[src/rtl/seg_frame_decoder.sv]
// Decodes 3-word 7-segment frames (sign, middle '0', ones) into a sign-magnitude value.
// Optional `SEG_FRAME_ERR_COUNT_EN adds a saturating 8-bit err_count output.
module seg_frame_decoder (
  input  logic       clk,
  input  logic       rst,
  input  logic [6:0] seg_in,
  input  logic       seg_valid,
  input  logic       sof,
  output logic [4:0] bits,
  output logic       bits_valid,
`ifdef SEG_FRAME_ERR_COUNT_EN
  output logic [7:0] err_count,
`endif
  output logic       frame_err
);

  typedef enum logic [1:0] {
    WAIT_SIGN = 2'd0,
    WAIT_MID  = 2'd1,
    WAIT_ONES = 2'd2
  } state_t;

  localparam logic [6:0] GLYPH_SIGN_POS = 7'b0000000;
  localparam logic [6:0] GLYPH_SIGN_NEG = 7'b0000001;
  localparam logic [6:0] GLYPH_ZERO     = 7'b1111110;

  state_t     r_state, w_state_nxt;
  logic       r_sign, w_sign_nxt;
  logic [4:0] r_bits, w_bits_nxt;
  logic       r_bits_vld, w_bits_vld;
  logic       r_frame_err, w_frame_err;
  logic [4:0] w_ones;

  // Returns {glyph_ok, magnitude}.
  function automatic logic [4:0] f_decode(input logic [6:0] g);
    case (g)
      7'b1111110: f_decode = {1'b1, 4'h0};
      7'b0110000: f_decode = {1'b1, 4'h1};
      7'b1101101: f_decode = {1'b1, 4'h2};
      7'b1111001: f_decode = {1'b1, 4'h3};
      7'b0110011: f_decode = {1'b1, 4'h4};
      7'b1011011: f_decode = {1'b1, 4'h5};
      7'b1011111: f_decode = {1'b1, 4'h6};
      7'b1110000: f_decode = {1'b1, 4'h7};
      7'b1111111: f_decode = {1'b1, 4'h8};
      7'b1111011: f_decode = {1'b1, 4'h9};
      7'b1110111: f_decode = {1'b1, 4'hA};
      7'b0011111: f_decode = {1'b1, 4'hB};
      7'b1001110: f_decode = {1'b1, 4'hC};
      7'b0111101: f_decode = {1'b1, 4'hD};
      7'b1001111: f_decode = {1'b1, 4'hE};
      7'b1000111: f_decode = {1'b1, 4'hF};
      default:    f_decode = 5'b0_0000;
    endcase
  endfunction

  assign w_ones = f_decode(seg_in);

  always_comb begin
    w_state_nxt = r_state;
    w_sign_nxt  = r_sign;
    w_bits_nxt  = r_bits;
    w_bits_vld  = 1'b0;
    w_frame_err = 1'b0;
    if (seg_valid) begin
      if (sof) begin
        // sof restarts from any state; an abandoned partial frame is silent.
        if (seg_in == GLYPH_SIGN_POS || seg_in == GLYPH_SIGN_NEG) begin
          w_sign_nxt  = seg_in[0];
          w_state_nxt = WAIT_MID;
        end else begin
          w_frame_err = 1'b1;
          w_state_nxt = WAIT_SIGN;
        end
      end else begin
        case (r_state)
          WAIT_MID: begin
            if (seg_in == GLYPH_ZERO) begin
              w_state_nxt = WAIT_ONES;
            end else begin
              w_frame_err = 1'b1;
              w_state_nxt = WAIT_SIGN;
            end
          end
          WAIT_ONES: begin
            w_state_nxt = WAIT_SIGN;
            // Negative zero never leaves a well-behaved encoder.
            if (!w_ones[4] || (r_sign && w_ones[3:0] == 4'h0)) begin
              w_frame_err = 1'b1;
            end else begin
              w_bits_nxt = {r_sign, w_ones[3:0]};
              w_bits_vld = 1'b1;
            end
          end
          default: w_state_nxt = WAIT_SIGN;
        endcase
      end
    end
  end

  always_ff @(posedge clk) begin
    if (rst) begin
      r_state     <= WAIT_SIGN;
      r_sign      <= 1'b0;
      r_bits      <= 5'b00000;
      r_bits_vld  <= 1'b0;
      r_frame_err <= 1'b0;
    end else begin
      r_state     <= w_state_nxt;
      r_sign      <= w_sign_nxt;
      r_bits      <= w_bits_nxt;
      r_bits_vld  <= w_bits_vld;
      r_frame_err <= w_frame_err;
    end
  end

  assign bits       = r_bits;
  assign bits_valid = r_bits_vld;
  assign frame_err  = r_frame_err;

`ifdef SEG_FRAME_ERR_COUNT_EN
  logic [7:0] r_err_count;

  always_ff @(posedge clk) begin
    if (rst) begin
      r_err_count <= 8'd0;
    end else if (w_frame_err && r_err_count != 8'hFF) begin
      r_err_count <= r_err_count + 8'd1;
    end
  end

  assign err_count = r_err_count;
`endif

endmodule

[config.mk]
export PLATFORM = sky130hd
export DESIGN_NAME = seg_frame_decoder
export DESIGN_NICKNAME = d
export VERILOG_FILES = /design/src/rtl/seg_frame_decoder.sv
export SDC_FILE = /design/constraint.sdc
export NUM_CORES = 1
export LEC_CHECK = 0
export CORE_MARGIN = 2
export CORE_UTILIZATION = 51
export DETAILED_ROUTE_END_ITERATION = 10
export GPL_ROUTABILITY_DRIVEN = 0
export GPL_TIMING_DRIVEN = 0
export PLACE_DENSITY = 0.79
export SETUP_SLACK_MARGIN = 0.02
export SLEW_MARGIN = 20
export SYNTH_ARGS = -nofsm -noshare
export SYNTH_HDL_FRONTEND = slang
export SYNTH_SLANG_ARGS = --single-unit
[constraint.sdc]
create_clock -name clk -period 3.35 [get_ports clk]
set_clock_uncertainty 0.2 [all_clocks]
set_input_delay 0.8375 -clock clk [delete_from_list [all_inputs] [get_ports clk]]
set_output_delay 0.8375 -clock clk [all_outputs]
set_load 0.05 [all_outputs]
* Yosys cells after proc, flatten, opt, wreduce, memory -nomap -nowiden
Index checks and enable logic that the tools add are counted. W data, S select, Z words.
Word-level totals: register bits 10, bits of input ports 11, output and inout bits 7, logic and storage cells 49
Operators by class: equal/unequal tests 19, multiplexer cells 11, bitwise gates (word level) 4, reductions and logical operators 10
Operators with widths (count):
- $eq A7 B7 Y1 const B | 12
- $pmux W5 S16 | 1
- $eq A7 B6 Y1 const B | 3
- $eq A7 B1 Y1 const B | 1
- $eq A7 B5 Y1 const B | 1
- $logic_not A7 Y1 | 1
- $mux W1 | 6
- $mux W2 | 3
- $logic_not A4 Y1 | 1
- $not A1 Y1 | 4
- $reduce_and A4 Y1 | 1
- $reduce_or A4 Y1 | 1
- $reduce_and A3 Y1 | 1
- $eq A2 B1 Y1 const B | 1
- $eq A2 B2 Y1 const B | 1
- $logic_or A1 B1 Y1 | 2
- $pmux W1 S2 | 1
- $reduce_or A2 Y1 | 1
- $logic_and A1 B1 Y1 | 1
- $logic_not A1 Y1 | 1

* Logic depth before layout (Yosys ltp)
Gate-level depths: netlist (run 1).
depth in word-level cells 8, depth in mapped cells 8, gate-level depth less buffers 7

* Worst setup path after synthesis (run 1)
Ideal clock, no wire load.
path type input port to flip-flop, start point in seg_in[0], end point reg r_bits[0], in the netlist bits[0], library setup time 87 ps, arrival time 2367 ps, required time 3063 ps, path slack 696 ps, stages 8, path buffers 2, path through buf_6 -> buf_4 -> o21ai_1 -> o22ai_2 -> nor4_1 -> nor2_1 -> or4b_1 -> o31ai_1
Between the ends: cells in the longest elaborated chain, start to end 7, elaborated cells between the ends (all ways) 23, those cells by class eq/ne: 16; mux: 1; bitwise: 1; reduce/logical: 5
RTL lines:
- from (decl) | line 6 | input logic [6:0] seg_in,
- $eq A7 B7 Y1, or another cell as far along | line 36 | case (g)
- $pmux W5 S16 * | line 36
- $logic_not A4 Y1 | line 88 | if (!w_ones[4] || (r_sign && w_ones[3:0] == 4'h0)) begin
- $logic_and A1 B1 Y1 | line 88
- $logic_or A1 B1 Y1 | line 88
- $not A1 Y1 (no source line)
- $reduce_and A4 Y1 (no source line)
- to (signal assigned) | line 111 | r_bits <= w_bits_nxt;
- to (decl) | line 29 | logic [4:0] r_bits, w_bits_nxt;
Every way passes the cells marked *; elsewhere a longest branch is shown, timed or not. A chain may end at the register's enable or synchronous reset.

* Worst setup path after layout (run 1)
start point in seg_in[1], end point reg r_bits[1], in the netlist bits[1]
Same word-level chain as after synthesis.

==> flow_summary.ini, run 1 <==
[routing]
wl_per_cell_um = 14.82
firstDrtPassIters = 4
drc = 0
vias = 987
drt_iter0_drc = 39
ant_nets = 0
via_per_inst = 6.327
routed_wl_um = 2312

[grt]
grt_max_degree = 11
track_usage = 0.2273
grt_pass1_wl_um = 3567
antenna_found_initial = 0
grt_pass1_vias = 817
grt_remaining_overflow = 0

[final_layout]
antenna_cells = 0
drive_above_1_share = 0.1832
final_common_cell = clkdlybuf4s50_1
final_nets = 145
final_cell_mix = 16 x clkdlybuf4s50_1, 10 x dfxtp_1, 7 x a21oi_1, 7 x nor2_1, 6 x nand4b_1
area_growth_pct = 25.00
postLayoutCoreUtil = 0.6812
fillerInstances = 154
final_area_sq_um = 1176

[placement]
io_buffer_count = 16
dp_hpwl_um = 1705
postPlaceCellArea_sq_um = 1132
post-place-ws_ns = -0.09383

[synthesis]
synthArstFlopShare = 0
syn_avg_cell_area_sq_um = 8.554
netlist.area_leader.share = 0.2128
synth_ff_type = dfxtp_1
syn_area_sq_um = 940.9
syn_nets = 123
ys_seq_area_frac = 0.2128
ys_top_cells_by_area = dfxtp_1 21%, nand4b_1 5.6%, or4b_1 5.3%, or4bb_1 4.8%, a21oi_1 3.7%
netlist_instances = 110
ys_ff_latch = 10
yosysWarnings = 0
synth_edf_count = 0
ys_types = 48
synth_largest_area_cell = dfxtp_1

[clocking]
clk_latency_ns = 0.27
cts_max_path_buffers = 2
cts_inserted_buffers = 3
cts_root_buffer = clkbuf_4
cts_tree = built
cts_sinks = 10
htree_levels = 1
path_clk_slew_ns = 0.06
cts_resized = 0
cts_hold_buffers = 0
post-cts-setup-buffer-count = 0

[floorplan]
num_rows = 15
dieHeight_um = 46.95
die_x_um = 46.95
ios = 18
start_util = 0.5449
design.die.area_sq_um = 2204
core_sq_um = 1727

[power_and_ir_drop]
switching_share = 0.2670
switchingPower_w = 0.00007932
p_seq_frac = 0.402
power.share.clock = 0.369
p_per_area_nw_per_um2 = 252.6
internal_power_w = 0.0002178
ir_worst_vdd_mv = 0.2482
combPwrFrac = 0.229
p_leak_nw = 0.3830

[setup_path]
path_cells = clkdlybuf4s50_1, buf_2, nand3b_1, o22ai_2, nor4_1, nor2_1, or4b_1, o31ai_1
crit_buf_inv = 2
arrival_ns = 3.15
crit_family = simple AND/OR/NAND/NOR gates
crit_path_start_kind = input pin
end_kind = flip-flop
critical-path-max-stage-delay_ns = 0.58
critical_path_required_ns = 3.33
worstPathMaxFanout = 10
critPathSlowestCell = clkdlybuf4s50_1
worstSetupPathType = input pin to flip-flop

[worst_hold_path]
hold_class = flip-flop to flip-flop

[run_status]
status = complete, no violations

[timing]
fmax_ghz = 0.3158
setup_viol = 0
relSlewSlack = 0.6457
post-route-period-util = 0.9451
rsz0062_at_grt = no
slew_viol_final = 0
finalCriticalPeriod_ns = 3.166
fin_ws_ns = 0.1839
hold_viol_final = 0
tightest_slew_ns = 0.5266

[job]
drv_cap = 0
[path summary, 6_finish.rpt]
| kind | slack, ns | cells after the start | endpoint | startpoint |
|---|---|---|---|---|
| min reg2reg | 0.29 | 2 | r_state[1] | r_state[1] |
| max | 0.18 | 8 | bits[1] | seg_in[1] |
| min | 0.29 | 2 | r_state[1] | r_state[1] |
| max reg2reg | 1.51 | 6 | bits[1] | r_state[0] |
[routing by layer]
layer / vias to the layer above / share of wire / GRT usage
li1: 474 / - / -
met1: 468 / 0.45 / 0.3155
met2: 38 / 0.47 / 0.3342
met3: 7 / 0.061 / 0.05385
met4: 0 / 0.019 / 0.1000
met5: - / 0 / 0
[sequential cells by signal, indices dropped and copies added, names as in the netlist]
register,flops
r_state,2
bits_valid,1
r_sign,1
frame_err,1
bits,5
[logic make-up after synthesis]
logic type,synth area share
muxes,0.02128
and+or+nand+nor,0.4455
DFF,0.2128
adders and majority gates,0.02659
xor gates and xnor gates,0.009310
buffers and inverters,0.08776
AOI/OAI and AO/OA,0.1968
[power groups by stage]
stage	logic [W]	clock network (W)	registers, W
2_1_floorplan	0.0000396	0	0.000124
3_5_place_dp	0.0000662	0	0.000122
5_1_grt	0.0000726	0.000119	0.000120
4_1_cts	0.0000663	0.000111	0.000120
3_3_place_gp	0.0000646	0	0.000122
6_report	0.0000680	0.000110	0.000120
[synthesized netlist by cell type, types with 2 or more instances]
cell / n
a311oi_2: 2
buf_4: 3
inv_1: 2
nand3b_1: 3
nor4_1: 2
o31ai_1: 2
nand4_1: 2
buf_6: 3
nand2b_1: 4
nor3_1: 3
nand2_1: 4
nand3_1: 5
dfxtp_1: 10
nand4b_1: 6
a21oi_1: 7
mux2i_1: 2
a31oi_1: 3
nor2_1: 7
ha_1: 2
buf_2: 3
or4bb_1: 4
or4b_1: 5
[area by class of cell]
class                      instances  area, sq um  area share
clock buffer                       4        36.28     0.03085
tap                               25        31.28     0.02660
sequential                        10        200.2      0.1702
multi-input combinational         88        658.1      0.5596
inverter                           2        7.507    0.006383
timing repair buffer              17        167.7      0.1426
buffer                            10        75.07     0.06383
[worst reg2reg max path: cells and delay by family (launching register included)]
kind | cells | cell delay [ns]
AND/OR/NAND/NOR | 2 | 0.75
flip-flops | 1 | 0.36
adder cells (fa/ha/maj) | 1 | 0.20
AO/OA/AOI/OAI | 2 | 0.19
buffers and inverters | 1 | 0.05
[metrics by stage]
| stage | std cells | power (W) | hold slack (ns) | TNS (ns) |
|---|---|---|---|---|
| 6_report | 156 | 0.0002971 | 0.2897 | 0 |
| 3_5_place_dp | 151 | 0.0001884 | 0.2829 | -0.1815 |
| 5_1_grt | 156 | 0.0003112 | 0.3123 | 0 |
| 3_3_place_gp | 151 | 0.0001869 | 0.2634 | -0.1067 |
| 4_1_cts | 155 | 0.0002963 | 0.2924 | 0 |
| 2_1_floorplan | 110 | 0.0001636 | 0.2618 | 0 |
(Power assumes the default switching activity.)
==> inputs of run 2 (changes only) <==
--- a/config.mk
+++ b/config.mk
@@ -5,12 +5,11 @@
 export SDC_FILE = /design/constraint.sdc
 export NUM_CORES = 1
 export LEC_CHECK = 0
-export CORE_MARGIN = 2
-export CORE_UTILIZATION = 51
+export CORE_UTILIZATION = 46
 export DETAILED_ROUTE_END_ITERATION = 10
 export GPL_ROUTABILITY_DRIVEN = 0
 export GPL_TIMING_DRIVEN = 0
-export PLACE_DENSITY = 0.79
+export PLACE_DENSITY = 0.75
 export SETUP_SLACK_MARGIN = 0.02
 export SLEW_MARGIN = 20
 export SYNTH_ARGS = -nofsm -noshare
==> constraint.sdc (replaced) <==
create_clock -name clk -period 2.8 [get_ports clk]
set_clock_uncertainty 0.2 [all_clocks]
set_input_delay 0.7 -clock clk [delete_from_list [all_inputs] [get_ports clk]]
set_output_delay 0.7 -clock clk [all_outputs]
set_load 0.05 [all_outputs]
==> run 2 against run 1 <==
  * Cell count rose by 2.6%
  * First-iteration DRC count fell by 26%
  * Clock power fell by 13%
  * Sequential power rose by 19%
  * Highest routed layer unchanged
==> flow_summary.ini, run 2 (same netlist as run 1, synthesis figures left out) <==
[final_layout]
drive_above_1_share = 0.2370
regArea_sq_um = 200.2
postLayoutCoreUtil = 0.7024
antenna_cells = 0
final_cells = 160
fillerInstances = 151
multi_input_area_sq_um = 728.2
final_cell_mix = 10 x dfxtp_1, 10 x clkdlybuf4s50_1, 9 x buf_4, 7 x a21oi_1, 7 x nor2_1
largest_reg_flops = 5
final_nets = 150
area_growth_pct = 35.90

[grt]
grt_pass1_vias = 942
grt_remaining_overflow = 0
track_usage = 0.2486
grt_pass1_wl_um = 3967
antenna_found_initial = 0
grt_max_degree = 11

[clocking]
path_clk_slew_ns = 0.06
cts_hold_buffers = 0
clk_latency_ns = 0.26
cts_inserted_buffers = 3
cts_max_path_buffers = 2
cts_root_buffer = clkbuf_4
cts_tree = built
htree_levels = 1
cts_sinks = 10

[placement]
placed_cells = 151
dp_hpwl_um = 1681
io_buffer_count = 16

[timing]
rsz0062_at_grt = no
slew_viol_final = 0
relSlewSlack = 0.6620
finalCriticalPeriod_ns = 2.679
setup_viol = 0
tightest_slew_ns = 0.5055
post-route-period-util = 0.9566
fin_tns_setup_ns = 0
hold_viol_final = 0
fmax_ghz = 0.3733

[power_and_ir_drop]
ir_worst_vdd_mv = 0.1560
total_power_w = 0.0003266
p_leak_nw = 0.4287
p_per_area_nw_per_um2 = 255.4

[floorplan]
design.die.area_sq_um = 2230
dieHeight_um = 47.23
start_util = 0.5168
num_rows = 15
core_sq_um = 1821
ios = 18
die_x_um = 47.23

[setup_path]
reg2reg_setup_slack_ns = 0.96
critical_path_required_ns = 2.73
reg2reg_to = bits[0]
r2r-start = r_state[0]
reg2reg_depth = 6
worstSetupPathType = input pin to flip-flop
worstPathMaxFanout = 10
end_kind = flip-flop
arrival_ns = 2.61
crit_path_start_kind = input pin

[worst_hold_path]
min-delay-start = bits[4]
min_path_cells = 2
hold_end = bits[4]
hold_class = flip-flop to flip-flop

[routing]
via_per_inst = 6.156
firstDrtPassIters = 4
drc = 0
ant_nets = 0
routed_wl_um = 2425
wl_per_cell_um = 15.16
drt_iter0_drc = 29
vias = 985

[job]
drv_cap = 0

[run_status]
status = complete, no violations
run 2: cell types whose count changed in the layout (fill, tap and decap cells not counted), sizes merged:
cell           delta
clkdlybuf4s50     -6
buf               +5
dlygate4sd2       +5
clkbuf            -1
clkdlybuf4s15     +1
run 2: worst max-delay path, stage by stage:
cell,delay (ns)
dlygate4sd2_1,0.25
buf_6,0.13
or4b_4,0.50
a21oi_4,0.20
nor4_2,0.06
buf_4,0.17
a31o_4,0.24
a311oi_2,0.28
nor4b_2,0.09
run 2: final cells by class:
cell class                 instances  area share
multi-input combinational         88      0.5695
clock buffer                       3     0.01761
inverter                           2    0.005871
sequential                        10      0.1566
timing repair buffer              22      0.1654
tap                               25     0.02446
buffer                            10     0.06067
run 2: per-layer routing:
layer / track usage / share of wire
met1: 0.2731 / 0.42
met2: 0.4658 / 0.52
met3: 0.02692 / 0.039
met4: 0.1200 / 0.019
met5: 0 / 0
run 2: where the power goes:
group / leakage [nW] / total (W) / internal (W) / switching (W)
clock: 0.0138 / 0.0000956 / 0.0000495 / 0.0000461
sequential: 0.0807 / 0.000143 / 0.000143 / 0.000000245
combinational: 0.334 / 0.0000879 / 0.0000411 / 0.0000468
run 2: what timing repair did:
| action | 4_1_cts | 5_1_grt |
|---|---|---|
| pin swaps | 6 | 0 |
| setup buffers | 6 | 0 |
| setup endpoints to repair | 4 | 1 |
| resized for setup | 16 | 1 |
| hold endpoints to repair | 0 | 0 |
run 2: stage by stage:
stage / hold slack (ns) / setup slack [ns] / instance area, sq um
finish: 0.2806 / 0.1214 / 1279
global route: 0.3070 / 0.02006 / 1279
CTS: 0.2824 / 0.1572 / 1277
detailed placement: 0.2715 / -0.4963 / 1132
global placement: 0.2621 / -0.4357 / 1132
floorplan: 0.2618 / 0.2834 / 940.9
run 2: worst max-delay path by stage:
stage,startpoint,endpoint
after detailed placement,seg_in[6],bits[1]
after global routing,seg_in[5],bits[0]
after global placement,seg_in[1],bits[0]
after CTS,seg_in[5],bits[0]
after floorplan,seg_in[0],bits[0]
final,seg_in[3],frame_err
